==> src/rtl/sme_arb.sv <==
// sme_arb: two-requester round-robin front end for a string matching engine.
//
// A granted requester streams characters (with isstring/ispattern qualifiers)
// to the matcher. When that requester drops req, the block waits for the matcher
// result and reports it for one cycle, tagged with the id of the served requester.
//
// Ports:
//   clk, reset                 single clock; asynchronous active-high reset
//   req0/req1                  job requests, held high for a whole job
//   gnt0/gnt1                  registered one-hot grants
//   d0/d1, s0/s1, p0/p1        per-requester char data and qualifiers
//   sme_chardata/isstring/ispattern  muxed stream (0 outside STREAM)
//   sme_valid/match/match_index      matcher result, used only in WAIT
//   res_valid/id/match/index/timeout tagged result; res_valid pulses in REPORT
//   busy                       high whenever the block is not IDLE
//
// Build option: define SME_ARB_TIMEOUT_EN to bound WAIT to TIMEOUT_CYC cycles.
// Without it the counter is absent and res_timeout is tied low.
module sme_arb #(
  parameter int unsigned TIMEOUT_CYC = 255
) (
  input  logic       clk,
  input  logic       reset,
  input  logic       req0,
  input  logic       req1,
  output logic       gnt0,
  output logic       gnt1,
  input  logic [7:0] d0,
  input  logic [7:0] d1,
  input  logic       s0,
  input  logic       s1,
  input  logic       p0,
  input  logic       p1,
  output logic [7:0] sme_chardata,
  output logic       sme_isstring,
  output logic       sme_ispattern,
  input  logic       sme_valid,
  input  logic       sme_match,
  input  logic [4:0] sme_match_index,
  output logic       res_valid,
  output logic       res_id,
  output logic       res_match,
  output logic       res_timeout,
  output logic [4:0] res_index,
  output logic       busy
);

  typedef enum logic [1:0] {IDLE, STREAM, WAIT, REPORT} state_t;

  state_t     state_q, state_d;
  logic [1:0] gnt_q, gnt_d;
  logic       sel_q, sel_d;        // requester owning the current job
  logic       last_q, last_d;      // requester served last (1 = req1)
  logic       sent_q, sent_d;
  logic       res_id_q, res_id_d;
  logic       res_match_q, res_match_d;
  logic [4:0] res_index_q, res_index_d;
`ifdef SME_ARB_TIMEOUT_EN
  localparam logic [7:0] TO_LIMIT = 8'(TIMEOUT_CYC);
  logic [7:0] cnt_q, cnt_d;
  logic       res_timeout_q, res_timeout_d;
`endif

  logic cur_req;
  logic cur_sp;

  always_comb begin
    cur_req = sel_q ? req1 : req0;
    cur_sp  = sel_q ? (s1 | p1) : (s0 | p0);
  end

  always_comb begin
    state_d     = state_q;
    gnt_d       = gnt_q;
    sel_d       = sel_q;
    last_d      = last_q;
    sent_d      = sent_q;
    res_id_d    = res_id_q;
    res_match_d = res_match_q;
    res_index_d = res_index_q;
`ifdef SME_ARB_TIMEOUT_EN
    cnt_d         = cnt_q;
    res_timeout_d = res_timeout_q;
`endif
    case (state_q)
      IDLE: begin
        if (req0 || req1) begin
          // On a tie the requester not served last wins.
          sel_d   = (req0 && req1) ? ~last_q : req1;
          gnt_d   = sel_d ? 2'b10 : 2'b01;
          sent_d  = 1'b0;
          state_d = STREAM;
        end
      end
      STREAM: begin
        if (cur_req) begin
          if (cur_sp) sent_d = 1'b1;
        end else begin
          gnt_d = '0;
          if (sent_q) begin
            state_d = WAIT;
            last_d  = sel_q;
`ifdef SME_ARB_TIMEOUT_EN
            cnt_d   = '0;
`endif
          end else begin
            state_d = IDLE;
          end
        end
      end
      WAIT: begin
        if (sme_valid) begin
          res_id_d    = sel_q;
          res_match_d = sme_match;
          res_index_d = sme_match_index;
`ifdef SME_ARB_TIMEOUT_EN
          res_timeout_d = 1'b0;
`endif
          state_d     = REPORT;
        end
`ifdef SME_ARB_TIMEOUT_EN
        else begin
          cnt_d = cnt_q + 8'd1;
          if (cnt_d == TO_LIMIT) begin
            res_id_d      = sel_q;
            res_match_d   = 1'b0;
            res_index_d   = '0;
            res_timeout_d = 1'b1;
            state_d       = REPORT;
          end
        end
`endif
      end
      REPORT: state_d = IDLE;
      default: state_d = IDLE;
    endcase
  end

  always_ff @(posedge clk or posedge reset) begin
    if (reset) begin
      state_q     <= IDLE;
      gnt_q       <= '0;
      sel_q       <= 1'b0;
      last_q      <= 1'b1;
      sent_q      <= 1'b0;
      res_id_q    <= 1'b0;
      res_match_q <= 1'b0;
      res_index_q <= '0;
`ifdef SME_ARB_TIMEOUT_EN
      cnt_q         <= '0;
      res_timeout_q <= 1'b0;
`endif
    end else begin
      state_q     <= state_d;
      gnt_q       <= gnt_d;
      sel_q       <= sel_d;
      last_q      <= last_d;
      sent_q      <= sent_d;
      res_id_q    <= res_id_d;
      res_match_q <= res_match_d;
      res_index_q <= res_index_d;
`ifdef SME_ARB_TIMEOUT_EN
      cnt_q         <= cnt_d;
      res_timeout_q <= res_timeout_d;
`endif
    end
  end

  always_comb begin
    sme_chardata  = '0;
    sme_isstring  = 1'b0;
    sme_ispattern = 1'b0;
    if (state_q == STREAM) begin
      sme_chardata  = sel_q ? d1 : d0;
      sme_isstring  = sel_q ? s1 : s0;
      sme_ispattern = sel_q ? p1 : p0;
    end
  end

  assign gnt0      = gnt_q[0];
  assign gnt1      = gnt_q[1];
  assign res_valid = (state_q == REPORT);
  assign res_id    = res_id_q;
  assign res_match = res_match_q;
  assign res_index = res_index_q;
  assign busy      = (state_q != IDLE);
`ifdef SME_ARB_TIMEOUT_EN
  assign res_timeout = res_timeout_q;
`else
  assign res_timeout = 1'b0;
`endif

endmodule

==> config.mk <==
export PLATFORM = sky130hd
export DESIGN_NAME = sme_arb
export DESIGN_NICKNAME = d
export VERILOG_FILES = /design/src/rtl/sme_arb.sv
export SDC_FILE = /design/constraint.sdc
export NUM_CORES = 1
export LEC_CHECK = 0
export BUFFER_PORTS_ARGS = -buffer_cell sky130_fd_sc_hd__buf_2
export CAP_MARGIN = 25
export CORE_MARGIN = 1
export CORE_UTILIZATION = 44
export DETAILED_ROUTE_END_ITERATION = 10
export GPL_TIMING_DRIVEN = 0
export PLACE_DENSITY = 0.79
export SETUP_SLACK_MARGIN = 0.15
export SLEW_MARGIN = 5
export SYNTH_ARGS = -nofsm -noshare
export SYNTH_HDL_FRONTEND = slang
export SYNTH_SLANG_ARGS = --single-unit
export TNS_END_PERCENT = 30
==> constraint.sdc <==
create_clock -name clk -period 2.2 [get_ports clk]
set_input_delay 0.44 -clock clk [delete_from_list [all_inputs] [get_ports clk]]
set_output_delay 0.44 -clock clk [all_outputs]
set_load 0.02 [all_outputs]
==> results.md, run 1 <==
* Status: complete, no violations
* Number of distinct library cells after synthesis at 30
* CTS H-tree depth at 1
* Drt pass-1 iters at 4
* Drt total wl at 1.71 mm
* RD Place Congestion at 0.798
* Die area at 2030 µm²
* Number of synthesis warnings at 0
* CP top delay family: flip-flops
* Die W at 45.0 µm
* Worst hold slack at 0.176 ns
* FMAX at 537 MHz
* Skew-Pair Late Insertion Delay at 0.27 ns
* Gate power share at 0.601
* Critical path endpoint category: output pin
* Max Buffers Root-to-Sink at 2
* Worst hold path type: in -> async
* CP Class: reg -> out
* Compound-gate portion of the synthesized area at 0.124
* TritonCTS buffer count at 3
* DR WL met2 at 769 µm
* Clock slew at reported path FFs at 0.08 ns
* Diode count at 0
* Die Height at 45.0 µm
* Layout cells sized above 1 at 0.481
* Final Hold Vio Count at 0
* Crit-path slowest cell: dfrtp_1
* Post-CTS setup buffers at 0
* Total grt overflow at 0
* Via count at 750
* Data required time of the worst path at 1.76 ns
* Cell Int Power at roughly 850 µW
* Antenna Violating Nets Remaining at 0
* 1st-iter DRT viols at 10
* Reg power frac at 0.309
* Max_slew headroom at 0.662
* Final WS setup at 0.336 ns
* Clock Root Buffer: clkbuf_4
* Final non-filler cell total at 156
* Crit-path most repeated cell: buf_2
* DR vias/cell at 4.81
* Post-Synth Simple-Gate Area at 0.135
* I/O Buffers at 51
* Crit start category: flip-flop
* Largest family of logic cells by synthesized area: multiplexers
* Top layer in use: met4
* Post-synthesis sequential area ratio at 0.432
* Post-Place Setup Slack at 0.645 ns
* Placed cell area at around 1100 µm²
* Post-route DRC violation count at 0
* Clk sinks at 14
* Post-Syn Area at 815 µm²
* Setup TNS at 0 ns
* Synth Register Bits at 14
* Mapped Avg Cell Area at 10.7 µm²
* Post-synthesis adder-cell area fraction at 0
* Fin nets at 163
* Synth top area share at 0.399
* CP Buf/Inv Count at 2
* Met3 WL post-DR at 155 µm
* Area leader, netlist: dfrtp_1
* Synth area leaders: dfrtp_1 (40%), mux2i_1 (12%), mux2_1 (9.7%)
* Wl on met1 at 766 µm
* Fin crit period at 1.86 ns
* XOR/XNOR Fraction of Synth Area at 0
* Final setup vio count at 0
* Area Overhead vs Synth at 38.4%
* CP peak stage delay at 0.47 ns
* Vias in the first global route at 625
* Largest net degree at the start of global routing at 15
* Post-Synthesis Cells at 76
* Site Rows at 15
* Fin crit share at 0.847
* Clock Skew at 0.0115 ns
* Worst IR drop on VDD at 0.845 mV
* Slew Limit Fails at 0
* Initial Util at 0.472
* P per Cell Area at between 1000 and 1500 nW/µm²
* I/O Pins at 53
* CTS resizes at 0
* Hold Buf Count CTS at 0
* Clk pwr share at 0.090
* Cells after DPL at 152
* First-pass GRT wire length at 2.42 mm
* Area of the core at roughly 1700 µm²
* WL per Instance at 10.9 µm
* Leak at 0.643 nW
* Multiplexer share of the synthesized area at 0.247
* Worst-Margin Slew at 0.506 ns
* CTS tree: yes
* Critical Path, Cell by Cell: nand2b_1 -> buf_2 -> nor2_1 -> buf_2
* Worst-path fanout max at 10
* Arr. time, crit path at 1.42 ns
* RSZ-0062 raised after global routing: false
* Syn Nets at 107
* Initial antenna violation count at 0
* Max Cap Viol at 0
* GRT Total Usage at 0.168
* Finished layout cell area at 1130 µm²
* Switching share of power at 0.457
* Detailed-placement wirelength estimate at 1.37 mm
* Psw at 719 µW
state kept, by name (all words and copies together) (netlist names), named ones only:
name,cells
last_q,1
sent_q,1
res_id,1
res_index,5
gnt_q,2
res_match,1
sel_q,1
state_q,1
stage by stage:
| stage | util | power [mW] |
|---|---|---|
| after floorplan | - | 1.16 |
| after global placement | 0.638 | 1.41 |
| after detailed placement | 0.638 | 1.44 |
| after CTS | 0.653 | 1.59 |
| after global routing | 0.653 | 1.68 |
| final | 0.653 | 1.57 |
final cells by class:
cell class                 count  area [µm²]
inverter                       4        15.0
fill                         162         599
multi-input combinational     54         417
clock buffer                   4        26.3
buffer                         4        31.3
timing repair buffer          51         255
tap                           25        31.3
sequential                    14         352
kinds of logic after synthesis:
kind of cell / after synthesis
multiplexers: 18
AND/OR/NAND/NOR: 22
AO/OA/AOI/OAI: 13
flip-flops: 14
buffers and inverters: 8
other: 1
Yosys cell counts:
library cell	n
dfstp_2	1
a311oi_1	1
buf_4	2
a2111oi_0	1
nor2_1	15
a2111oi_2	1
buf_6	1
inv_1	3
o21ai_1	1
nor3_1	1
o211a_1	1
a31o_1	2
inv_2	1
nand2_1	1
a21oi_1	1
mux2i_1	10
and2_1	1
nand2b_1	1
a21o_1	1
dfrtp_1	13
mux2i_4	1
nand3_1	1
nand3b_4	1
o21ai_0	2
conb_1	1
a22oi_1	1
buf_2	1
a31oi_1	1
mux2_1	7
and2b_1	1
power groups by stage:
stage | sequential (mW) | combinational [mW] | clock (mW)
after detailed placement | 0.487 | 0.952 | 0
after global placement | 0.481 | 0.930 | 0
final | 0.485 | 0.946 | 0.142
after global routing | 0.505 | 1.02 | 0.160
after CTS | 0.484 | 0.953 | 0.152
after floorplan | 0.580 | 0.579 | 0
worst paths after layout:
kind / slack, ns / cells past startpoint / to / start
min in group clk: 0.37 / 2 / res_match$_DFFE_PP0P_ / sme_match
max in group asynchronous: 1.65 / 2 / last_q$_DFFE_PP1P_ / reset
worst min-delay path: 0.18 / 2 / res_match$_DFFE_PP0P_ / reset
worst min register to register: 0.49 / 1 / res_match$_DFFE_PP0P_ / res_match$_DFFE_PP0P_
worst max-delay path: 0.34 / 4 / sme_chardata[2] / flip-flop
worst max register to register: 0.91 / 3 / gnt_q[0]$_DFFE_PP0P_ / flip-flop
routing by layer:
layer	global-route usage	vias up
met5	0	-
met1	0.187	330
met3	0.0280	2
met2	0.293	42
li1	-	376
met4	0.109	0
cell usage in the layout (no fill, tap or decap), types with 2 or more instances in the layout:
cell type	Yosys	final
buf_2	1	52
nor2_1	15	15
dfrtp_1	13	13
mux2i_1	10	10
mux2_1	7	7
inv_1	3	3
clkbuf_4	0	3
buf_4	2	2
o21ai_0	2	2
a31o_1	2	2
Note: power is estimated with default switching activity, not from simulation.
==> run 2, diff against run 1 <==
--- a/config.mk
+++ b/config.mk
@@ -8,10 +8,10 @@
 export BUFFER_PORTS_ARGS = -buffer_cell sky130_fd_sc_hd__buf_2
 export CAP_MARGIN = 25
 export CORE_MARGIN = 1
-export CORE_UTILIZATION = 44
+export CORE_UTILIZATION = 41
 export DETAILED_ROUTE_END_ITERATION = 10
 export GPL_TIMING_DRIVEN = 0
-export PLACE_DENSITY = 0.79
+export PLACE_DENSITY = 0.74
 export SETUP_SLACK_MARGIN = 0.15
 export SLEW_MARGIN = 5
 export SYNTH_ARGS = -nofsm -noshare
==> constraint.sdc (replaced) <==
create_clock -name clk -period 1.9 [get_ports clk]
set_input_delay 0.38 -clock clk [delete_from_list [all_inputs] [get_ports clk]]
set_output_delay 0.38 -clock clk [all_outputs]
set_load 0.02 [all_outputs]
==> results.md, run 2 (synthesis results as in run 1) <==
* FF-to-FF End: gnt_q[1]$_DFFE_PP0P_
* Layout cells sized above 1 at 0.519 (+0.0376)
* Antenna Violating Nets Remaining at 0 (unchanged)
* Initial antenna violation count at 0 (unchanged)
* Drt total wl at 1.81 mm (+6.4%)
* CTS H-tree depth at 1 (unchanged)
* RSZ-0062 raised after global routing: true
* FMAX at 594 MHz
* Clk sinks at 14 (unchanged)
* R2R setup slack at 0.57 ns (-0.34 ns)
* Drt pass-1 iters at 4 (unchanged)
* Via count at 772 (+2.9%)
* Max Cap Viol at 0 (unchanged)
* Clock slew at reported path FFs at 0.08 ns (about the same)
* CP Class: reg -> out
* Worst IR drop on VDD at 1.09 mV (+29%)
* Worst-path fanout max at 10 (unchanged)
* Die area at 2170 µm² (+7.0%)
* Data required time of the worst path at 1.52 ns (-0.24 ns)
* I/O Pins at 53 (unchanged)
* 1st-iter DRT viols at 7 (-3)
* Skew-Pair Late Insertion Delay at 0.27 ns (about the same)
* Placed cell area at 1100 µm² (unchanged)
* GRT Total Usage at 0.156 (-0.0114)
* R2R depth at 4 (+1)
* Largest net degree at the start of global routing at 15 (unchanged)
* Final Hold Vio Count at 0 (unchanged)
* Final WS setup at 0.216 ns (-0.120 ns)
* Crit start category: flip-flop
* Site Rows at 15 (unchanged)
* Critical path endpoint category: output pin
* WL per Instance at 11.3 µm (+3.7%)
* Detailed-placement wirelength estimate at 1.42 mm (+3.8%)
* Fin nets at 167 (+2.5%)
* Final non-filler cell total at 160 (+2.6%)
* CP peak stage delay at 0.41 ns (-0.06 ns)
* Diode count at 0 (unchanged)
* Post-route DRC violation count at 0 (unchanged)
* Area Overhead vs Synth at 45.5%
* Post-Place Setup Slack at 0.417 ns (-0.229 ns)
* Arr. time, crit path at 1.30 ns (-0.12 ns)
* First-pass GRT wire length at 2.29 mm (-5.4%)
* Die W at 46.6 µm (+3.4%)
* Critical Path, Cell by Cell: nand2b_1 -> buf_2 -> nor2_1 -> buf_2
* Finished layout cell area at 1180 µm² (+5.1%)
* Crit-path slowest cell: dfrtp_2
* Slew Limit Fails at 0 (unchanged)
* Fin crit period at 1.68 ns
* P per Cell Area at 1660 nW/µm² (+19%)
* Crit-path most repeated cell: buf_2
* Hold Buf Count CTS at 0 (unchanged)
* Most frequent cells in the layout: buf_2 (51), nor2_1 (15), dfrtp_1 (11), mux2i_1 (10), mux2_1 (7)
* DR vias/cell at 4.83 (+0.36%)
* TritonCTS buffer count at 3 (unchanged)
* Setup TNS at 0 ns (unchanged)
* Status: complete, no violations
* Vias in the first global route at 598 (-4.3%)
* Clock Root Buffer: clkbuf_4
* CTS tree: yes
* Leak at 0.671 nW (+4.4%)
* RD Place Congestion at 0.767 (-3.9%)
* Total grt overflow at 0 (unchanged)
* Area of the core at 1800 µm² (+4.3%)
* Max Buffers Root-to-Sink at 2 (unchanged)
* Clock Skew at 0.00210 ns (-0.00937 ns)
* Final setup vio count at 0 (unchanged)
* Cells after DPL at 152 (unchanged)
* Commonest non-fill, non-tap cell in the layout: buf_2
* Fin crit share at 0.886
* Max reg flops at 5 (unchanged)
* I/O Buffers at 51 (unchanged)
* Initial Util at 0.452 (-0.0197)
* Worst hold path type: in -> async
* Die Height at 46.6 µm (+3.4%)
* Filler instances at 153 (-5.6%)
[run 2: changes by cell type in the layout (fill, tap and decap cells not counted)]
| cell | change |
|---|---|
| dfrtp_1 | -2 |
| dfrtp_2 | +2 |
| buf_12 | +1 |
| buf_4 | +4 |
| clkbuf_1 | -1 |
| buf_2 | -1 |
| clkbuf_8 | +1 |
[run 2: metrics by stage]
step                total power [mW]   util  hold WS [ns]
finish                          1.97  0.658         0.111
global route                    2.10  0.658         0.146
CTS                             1.90  0.638         0.123
detailed placement              1.67  0.611         0.428
global placement                1.64  0.611         0.432
floorplan                       1.34      -         0.269
[run 2: cell type report]
class	instances	area (µm²)	share of cell area
timing repair buffer	55	288	0.243
inverter	4	15.0	0.0127
tap	25	31.3	0.0264
multi-input combinational	54	417	0.352
clock buffer	4	36.3	0.0306
buffer	4	43.8	0.0370
sequential	14	354	0.299
[run 2: power by group]
part           internal [mW]  total, mW  switching [mW]
clock network          0.116      0.207          0.0904
logic                  0.536       1.21           0.677
registers              0.457      0.549          0.0924
total                   1.11       1.97           0.860
[run 2: worst max path at each step]
stage | startpoint | endpoint | cells past startpoint
floorplan | flip-flop | sme_chardata[0] | 3
global placement | flip-flop | sme_chardata[5] | 4
detailed placement | flip-flop | sme_chardata[6] | 4
CTS | sel_q$_DFFE_PP0P_ | sme_chardata[3] | 5
global route | flip-flop | sme_chardata[4] | 4
finish | flip-flop | sme_chardata[2] | 4
[run 2: what timing repair did]
item                                   CTS  global route
setup endpoints to repair               10            10
endpoints found under the hold margin    0             0
setup buffers                            1             3
cloned                                   0             0
resized for setup                        2             4
[run 2: routing by layer]
layer / track usage / part of all wire
met4: 0.106 / 0.018
met5: 0 / 0
met2: 0.308 / 0.48
met3: 0.0157 / 0.098
met1: 0.145 / 0.40
[run 2: critical path, delay by kind of cell, from the launching register on]
| family | cells | cell delay [ns] |
|---|---|---|
| flip-flops | 1 | 0.41 |
| buffers and inverters | 2 | 0.35 |
| AND/OR/NAND/NOR | 2 | 0.27 |
